<file path="src/rtl/cpu_mem_arbiter_pkg.sv">
// Shared definitions for the CPU inst/data to single-port SRAM arbiter:
// owner encoding, response-tag layout, read-latency legality and counter width.
package cpu_mem_arbiter_pkg;

  localparam logic OWN_INST = 1'b0;
  localparam logic OWN_DATA = 1'b1;

  localparam int RD_LAT_MIN = 1;
  localparam int RD_LAT_MAX = 3;

  localparam int PERF_CNT_W = 32;

  // One in-flight request; wr lets write completions return a zero rdata.
  typedef struct packed {
    logic vld;
    logic owner;
    logic wr;
  } tag_t;

  function automatic bit rd_lat_legal(input int lat);
    return (lat >= RD_LAT_MIN) && (lat <= RD_LAT_MAX);
  endfunction

endpackage

</file>
<file path="src/rtl/cpu_mem_arbiter_tag_pipe.sv">
// mem_arb_tag_pipe: RD_LAT-deep shift register of request tags, aligned with
// the SRAM read latency so the last stage marks the cycle rdata is valid.
module mem_arb_tag_pipe
  import cpu_mem_arbiter_pkg::*;
#(
  parameter int RD_LAT = 1
) (
  input  logic clk,
  input  logic resetn,
  input  tag_t i_tag,
  output tag_t o_tag
);

  tag_t r_stage [RD_LAT];

  // Tag shift register; reset drops every in-flight response
  always_ff @(posedge clk or negedge resetn) begin
    if (!resetn) begin
      for (int i = 0; i < RD_LAT; i++) begin
        r_stage[i] <= '0;
      end
    end else begin
      r_stage[0] <= i_tag;
      for (int i = 1; i < RD_LAT; i++) begin
        r_stage[i] <= r_stage[i-1];
      end
    end
  end

  assign o_tag = r_stage[RD_LAT-1];

endmodule

</file>
<file path="src/rtl/cpu_mem_arbiter.sv">
// cpu_mem_arbiter: merges the core's inst and data ports onto one synchronous
// SRAM, data side first. Define MEM_ARB_PERF_EN to add grant/conflict counters.
module cpu_mem_arbiter
  import cpu_mem_arbiter_pkg::*;
#(
  parameter int RD_LAT = 1,
  parameter int AW     = 32
) (
  input  logic          clk,
  input  logic          resetn,
  input  logic          inst_req,
  input  logic [AW-1:0] inst_addr,
  output logic          inst_addr_ok,
  output logic          inst_data_ok,
  output logic [31:0]   inst_rdata,
  input  logic          data_req,
  input  logic          data_wr,
  input  logic [3:0]    data_wstrb,
  input  logic [AW-1:0] data_addr,
  input  logic [31:0]   data_wdata,
  output logic          data_addr_ok,
  output logic          data_data_ok,
  output logic [31:0]   data_rdata,
  output logic          sram_en,
  output logic [3:0]    sram_we,
  output logic [AW-1:0] sram_addr,
  output logic [31:0]   sram_wdata,
  input  logic [31:0]   sram_rdata
`ifdef MEM_ARB_PERF_EN
  ,
  output logic [PERF_CNT_W-1:0] perf_inst_cnt,
  output logic [PERF_CNT_W-1:0] perf_data_cnt,
  output logic [PERF_CNT_W-1:0] perf_conflict_cnt
`endif
);

  generate
    if (!rd_lat_legal(RD_LAT)) begin : g_bad_rd_lat
      $error("cpu_mem_arbiter: RD_LAT must be within 1..3");
    end
  endgenerate

  logic r_run;
  logic w_data_gnt;
  logic w_inst_gnt;
  tag_t w_tag_in;
  tag_t w_tag_out;

  // Grants open on the first clock edge after reset release, not before
  always_ff @(posedge clk or negedge resetn) begin
    if (!resetn) begin
      r_run <= 1'b0;
    end else begin
      r_run <= 1'b1;
    end
  end

  // Data wins: its request belongs to the older instruction in the pipeline.
  assign w_data_gnt   = r_run & data_req;
  assign w_inst_gnt   = r_run & inst_req & ~data_req;
  assign data_addr_ok = w_data_gnt;
  assign inst_addr_ok = w_inst_gnt;

  // Steer the granted master onto the SRAM port in the accept cycle
  always_comb begin
    sram_en    = 1'b0;
    sram_we    = 4'b0000;
    sram_addr  = {AW{1'b0}};
    sram_wdata = 32'h0000_0000;
    if (w_data_gnt) begin
      sram_en   = 1'b1;
      sram_addr = data_addr;
      if (data_wr) begin
        sram_we    = data_wstrb;
        sram_wdata = data_wdata;
      end else begin
        sram_we    = 4'b0000;
        sram_wdata = 32'h0000_0000;
      end
    end else if (w_inst_gnt) begin
      sram_en   = 1'b1;
      sram_addr = inst_addr;
    end else begin
      sram_en = 1'b0;
    end
  end

  // Tag for the request accepted this cycle
  always_comb begin
    w_tag_in       = '0;
    w_tag_in.vld   = w_data_gnt | w_inst_gnt;
    w_tag_in.owner = w_data_gnt ? OWN_DATA : OWN_INST;
    w_tag_in.wr    = w_data_gnt & data_wr;
  end

  mem_arb_tag_pipe #(
    .RD_LAT (RD_LAT)
  ) u_tag_pipe (
    .clk    (clk),
    .resetn (resetn),
    .i_tag  (w_tag_in),
    .o_tag  (w_tag_out)
  );

  // Route the matured response to its owner; everything else idles at zero
  always_comb begin
    inst_data_ok = 1'b0;
    data_data_ok = 1'b0;
    inst_rdata   = 32'h0000_0000;
    data_rdata   = 32'h0000_0000;
    if (w_tag_out.vld) begin
      if (w_tag_out.owner == OWN_DATA) begin
        data_data_ok = 1'b1;
        data_rdata   = w_tag_out.wr ? 32'h0000_0000 : sram_rdata;
      end else begin
        inst_data_ok = 1'b1;
        inst_rdata   = sram_rdata;
      end
    end else begin
      inst_data_ok = 1'b0;
      data_data_ok = 1'b0;
    end
  end

`ifdef MEM_ARB_PERF_EN
  localparam logic [PERF_CNT_W-1:0] PERF_ONE = {{(PERF_CNT_W-1){1'b0}}, 1'b1};

  logic [PERF_CNT_W-1:0] r_perf_inst_cnt;
  logic [PERF_CNT_W-1:0] r_perf_data_cnt;
  logic [PERF_CNT_W-1:0] r_perf_conflict_cnt;

  // Grant and conflict counters, wrapping naturally
  always_ff @(posedge clk or negedge resetn) begin
    if (!resetn) begin
      r_perf_inst_cnt     <= {PERF_CNT_W{1'b0}};
      r_perf_data_cnt     <= {PERF_CNT_W{1'b0}};
      r_perf_conflict_cnt <= {PERF_CNT_W{1'b0}};
    end else begin
      if (w_inst_gnt) begin
        r_perf_inst_cnt <= r_perf_inst_cnt + PERF_ONE;
      end
      if (w_data_gnt) begin
        r_perf_data_cnt <= r_perf_data_cnt + PERF_ONE;
      end
      if (r_run & inst_req & data_req) begin
        r_perf_conflict_cnt <= r_perf_conflict_cnt + PERF_ONE;
      end
    end
  end

  assign perf_inst_cnt     = r_perf_inst_cnt;
  assign perf_data_cnt     = r_perf_data_cnt;
  assign perf_conflict_cnt = r_perf_conflict_cnt;
`else
  // Counter-free build: no extra state or ports.
`endif

endmodule

</file>
<file path="config.mk">
export PLATFORM = sky130hd
export DESIGN_NAME = cpu_mem_arbiter
export DESIGN_NICKNAME = d
export VERILOG_FILES = /design/src/rtl/cpu_mem_arbiter_pkg.sv /design/src/rtl/cpu_mem_arbiter_tag_pipe.sv /design/src/rtl/cpu_mem_arbiter.sv
export SDC_FILE = /design/constraint.sdc
export NUM_CORES = 1
export LEC_CHECK = 0
export CAP_MARGIN = 20
export CORE_AREA = 2 2 105 107
export DETAILED_ROUTE_END_ITERATION = 10
export DIE_AREA = 0 0 107 109
export PLACE_DENSITY = 0.69
export SYNTH_ARGS = -nofsm -noshare
export SYNTH_HDL_FRONTEND = slang
export SYNTH_SLANG_ARGS = --single-unit
</file>
<file path="constraint.sdc">
create_clock -name clk -period 1.7 [get_ports clk]
set_input_delay 0.34 -clock clk [delete_from_list [all_inputs] [get_ports clk]]
set_output_delay 0.34 -clock clk [all_outputs]
set_load 0.01 [all_outputs]
</file>
==> impl_metrics.py <==
metrics = {
    "finish": {
        "antennaDiodeCount": 0,
        "postLayoutCellArea_um2": 4770,
        "area_growth_pct": 270,
        "fin_nets": 595,
        "multi_input_area_um2": 1210,
        "fill_cells": 1013,
        "drive_gt1_share_pct": 57.7,
        "regArea_um2": 100,
    },
    "placement": {
        "hpwl_um": 6560,
        "portBuffers": 273,
        "placed_area_um2": 4190,
        "gp_congestion": 0.761,
    },
    "timing": {
        "slew_viol_final": 0,
        "holdWs_ns": 0.325,
        "fin_crit_sh_pct": 106,
        "setup_viol": 64,
        "layout_setup_ws_ns": -0.108,
        "finClkSkew_ns": 0.00285,
        "hold_viol_final": 0,
        "fmaxAchievable_ghz": 0.553,
        "rsz0062_at_grt": "true",
        "fin_crit_ns": 1.81,
        "fin_tns_setup_ns": -2.97,
    },
    "drt": {
        "drtAntennaViolNets": 0,
        "vias_per_cell": 4.10,
        "wl_per_cell_um": 16.1,
        "drc_errors": 0,
        "vias": 2441,
        "drt_wl_total_um": 9580,
        "drtIter0Drc": 67,
        "drt_first_pass_iters": 4,
    },
    "power": {
        "p_int_mw": 0.944,
        "power.leakage_nw": 2.32,
        "ir_drop_mv": 0.187,
        "clockPowerShare_pct": 14.9,
        "fin_total_pwr_mw": 1.33,
        "swShare_pct": 28.9,
        "switchingPower_mw": 0.384,
        "pwr-share-seq_pct": 7.8,
        "powerDensity_nw_per_um2": 278,
        "combPwrFrac_pct": 77.3,
    },
    "worst_setup_path": {
        "crit_path_start": "data_req",
        "end_kind": "primary output",
        "path_buf_inv": 5,
        "rr_worst_depth": 6,
        "cp_num_cells": 7,
        "crit_path_max_fanout": 4,
        "path_cells": "dlygate4sd2_1 > and3_4 > buf_12 > buf_12 > clkbuf_16 > and2_4 > buf_6",
        "rr_startpoint": "r_run",
        "r2r_setup_slack_ns": 0.35,
        "crit_family": "buffers and inverters",
        "startpoint_type": "input port",
        "r2r_end": "u_tag_pipe.o_tag[0]",
        "arrival_ns": 1.47,
        "cp_slowest_cell": "dlygate4sd2_1",
        "cpPeakStageDelay_ns": 0.27,
        "path_common_cell": "buf_12",
        "required_ns": 1.36,
        "path_class": "in2out",
    },
    "floorplanning": {
        "initial_utilization_pct": 12.2,
        "die-area_um2": 11700,
        "ios": 274,
        "die_w_um": 107,
        "coreArea_um2": 10600,
        "fp-row-count": 38,
        "die_h_um": 109,
    },
    "yosys": {
        "yosysWarnings": 0,
        "ys_ff_latch": 4,
        "synthCells": 167,
        "synth_nets": 304,
        "ys_seq_area_share_pct": 7.76,
        "synth_area_per_cell_um2": 7.72,
        "synth_cell_type_count": 17,
        "syn_area_um2": 1290,
    },
    "status": {
        "violations": "negative setup slack",
        "outcome": "complete, but fails checks",
    },
    "cts": {
        "cts_buffer_depth": 2,
        "cts_hold_buffers": 0,
        "insertion_delay_ns": 0.21,
        "cts_made_buffers": 3,
        "path_clk_slew_ns": 0.03,
        "cts-root-buf": "clkbuf_8",
        "clock-sinks": 4,
        "ctsHtreeMaxLevel": 1,
        "cts_tree": "yes",
    },
    "global_routing": {
        "grt_pass1_vias": 2462,
        "grt_pass1_wl_um": 12800,
        "track_usage_pct": 13.8,
        "grt_overflow": 0,
        "antenna_found_initial": 0,
        "grt_max_degree": 28,
    },
    "hold_path": {
        "hold_class": "in2async",
    },
    "job": {
        "drv_cap": 0,
    },
}
==> sequential cells by signal, indices dropped and copies added (netlist names) <==
| name | count |
|---|---|
| u_tag_pipe.o_tag | 3 |
| r_run | 1 |
==> area by class of cell <==
| class | instances | area share [%] |
|---|---|---|
| multi-input combinational | 141 | 25.4 |
| timing repair buffer | 307 | 67.9 |
| sequential | 4 | 2.10 |
| tap | 140 | 3.67 |
| inverter | 1 | 0.0787 |
| clock buffer | 3 | 0.866 |
==> routing by layer <==
| metal | GRT usage (%) | routed length, um | vias to the layer above | share of wire [%] |
|---|---|---|---|---|
| met4 | 1.58 | 54 | 0 | 0.56 |
| met1 | 13.8 | 3080 | 1111 | 32 |
| met2 | 28.7 | 5440 | 157 | 57 |
| met5 | 0 | 0 | - | 0 |
| li1 | - | - | 1169 | - |
| met3 | 4.00 | 1010 | 4 | 10 |
==> power by group through the flow <==
| stage | Sequential, mW | Combinational, mW | Clock [mW] |
|---|---|---|---|
| 6_report | 0.104 | 1.03 | 0.198 |
| 3_3_place_gp | 0.105 | 0.854 | 0 |
| 2_1_floorplan | 0.104 | 0.256 | 0 |
| 3_5_place_dp | 0.104 | 0.862 | 0 |
| 5_1_grt | 0.105 | 1.08 | 0.212 |
| 4_1_cts | 0.104 | 0.923 | 0.206 |
==> Yosys cell counts <==
| library cell | number | area (um^2) |
|---|---|---|
| and3b_1 | 1 | 8.76 |
| a32o_2 | 20 | 225 |
| buf_8 | 3 | 45.0 |
| buf_2 | 6 | 30.0 |
| inv_1 | 1 | 3.75 |
| and2b_1 | 1 | 7.51 |
| and2_4 | 1 | 8.76 |
| buf_6 | 3 | 33.8 |
| conb_1 | 1 | 3.75 |
| dfrtp_1 | 4 | 100 |
| buf_1 | 1 | 3.75 |
| and3_1 | 1 | 6.26 |
| and2_1 | 103 | 644 |
| a32o_1 | 12 | 120 |
| clkbuf_1 | 5 | 18.8 |
| buf_4 | 3 | 22.5 |
| o21a_1 | 1 | 7.51 |
==> cell usage in the layout, fill, tap and decap left out <==
cell	synthesis	layout
a32o_1	12	11
a32o_2	20	21
and2_1	103	36
and2_4	1	68
and2b_4	0	1
and3_4	0	1
and3b_2	0	1
buf_12	0	10
buf_16	0	6
buf_2	6	47
buf_4	3	6
buf_6	3	91
clkbuf_16	0	7
clkbuf_2	0	1
clkbuf_8	0	3
clkdlybuf4s50_1	0	134
conb_1	1	1
dfrtp_1	4	4
dlygate4sd2_1	0	4
dlymetal6s2s_1	0	1
inv_1	1	1
o21a_1	1	1
==> kinds of logic after synthesis <==
kind of cell	count (synthesis)	synth area share [%]
other	1	0.291
AND/OR/NAND/NOR	107	52.4
AO/OA/AOI/OAI	33	27.4
flip-flops	4	7.76
buffers and inverters	22	12.2
==> how the worst max path moves through the flow <==
stage / endpoint
floorplan: sram_addr[22]
global placement: sram_addr[26]
detailed placement: sram_addr[31]
CTS: sram_wdata[19]
global route: sram_wdata[19]
finish: sram_wdata[19]
==> per-stage QoR <==
| stage | instances | worst slack [ns] | utilization [%] |
|---|---|---|---|
| final | 596 | -0.108 | 45.0 |
| after detailed placement | 569 | -0.639 | 39.6 |
| after floorplan | 167 | 0.309 | - |
| after CTS | 592 | -0.122 | 40.5 |
| after global placement | 569 | -0.602 | 39.6 |
| after global routing | 596 | -0.131 | 45.0 |
==> timing repair <==
action	4_1_cts	5_1_grt
setup endpoints to repair	136	102
pin swaps	18	49
resized for setup	619	103
cloned	10	7
buffers inserted	10	2
No activity file was read; power rests on OpenSTA's default activity.
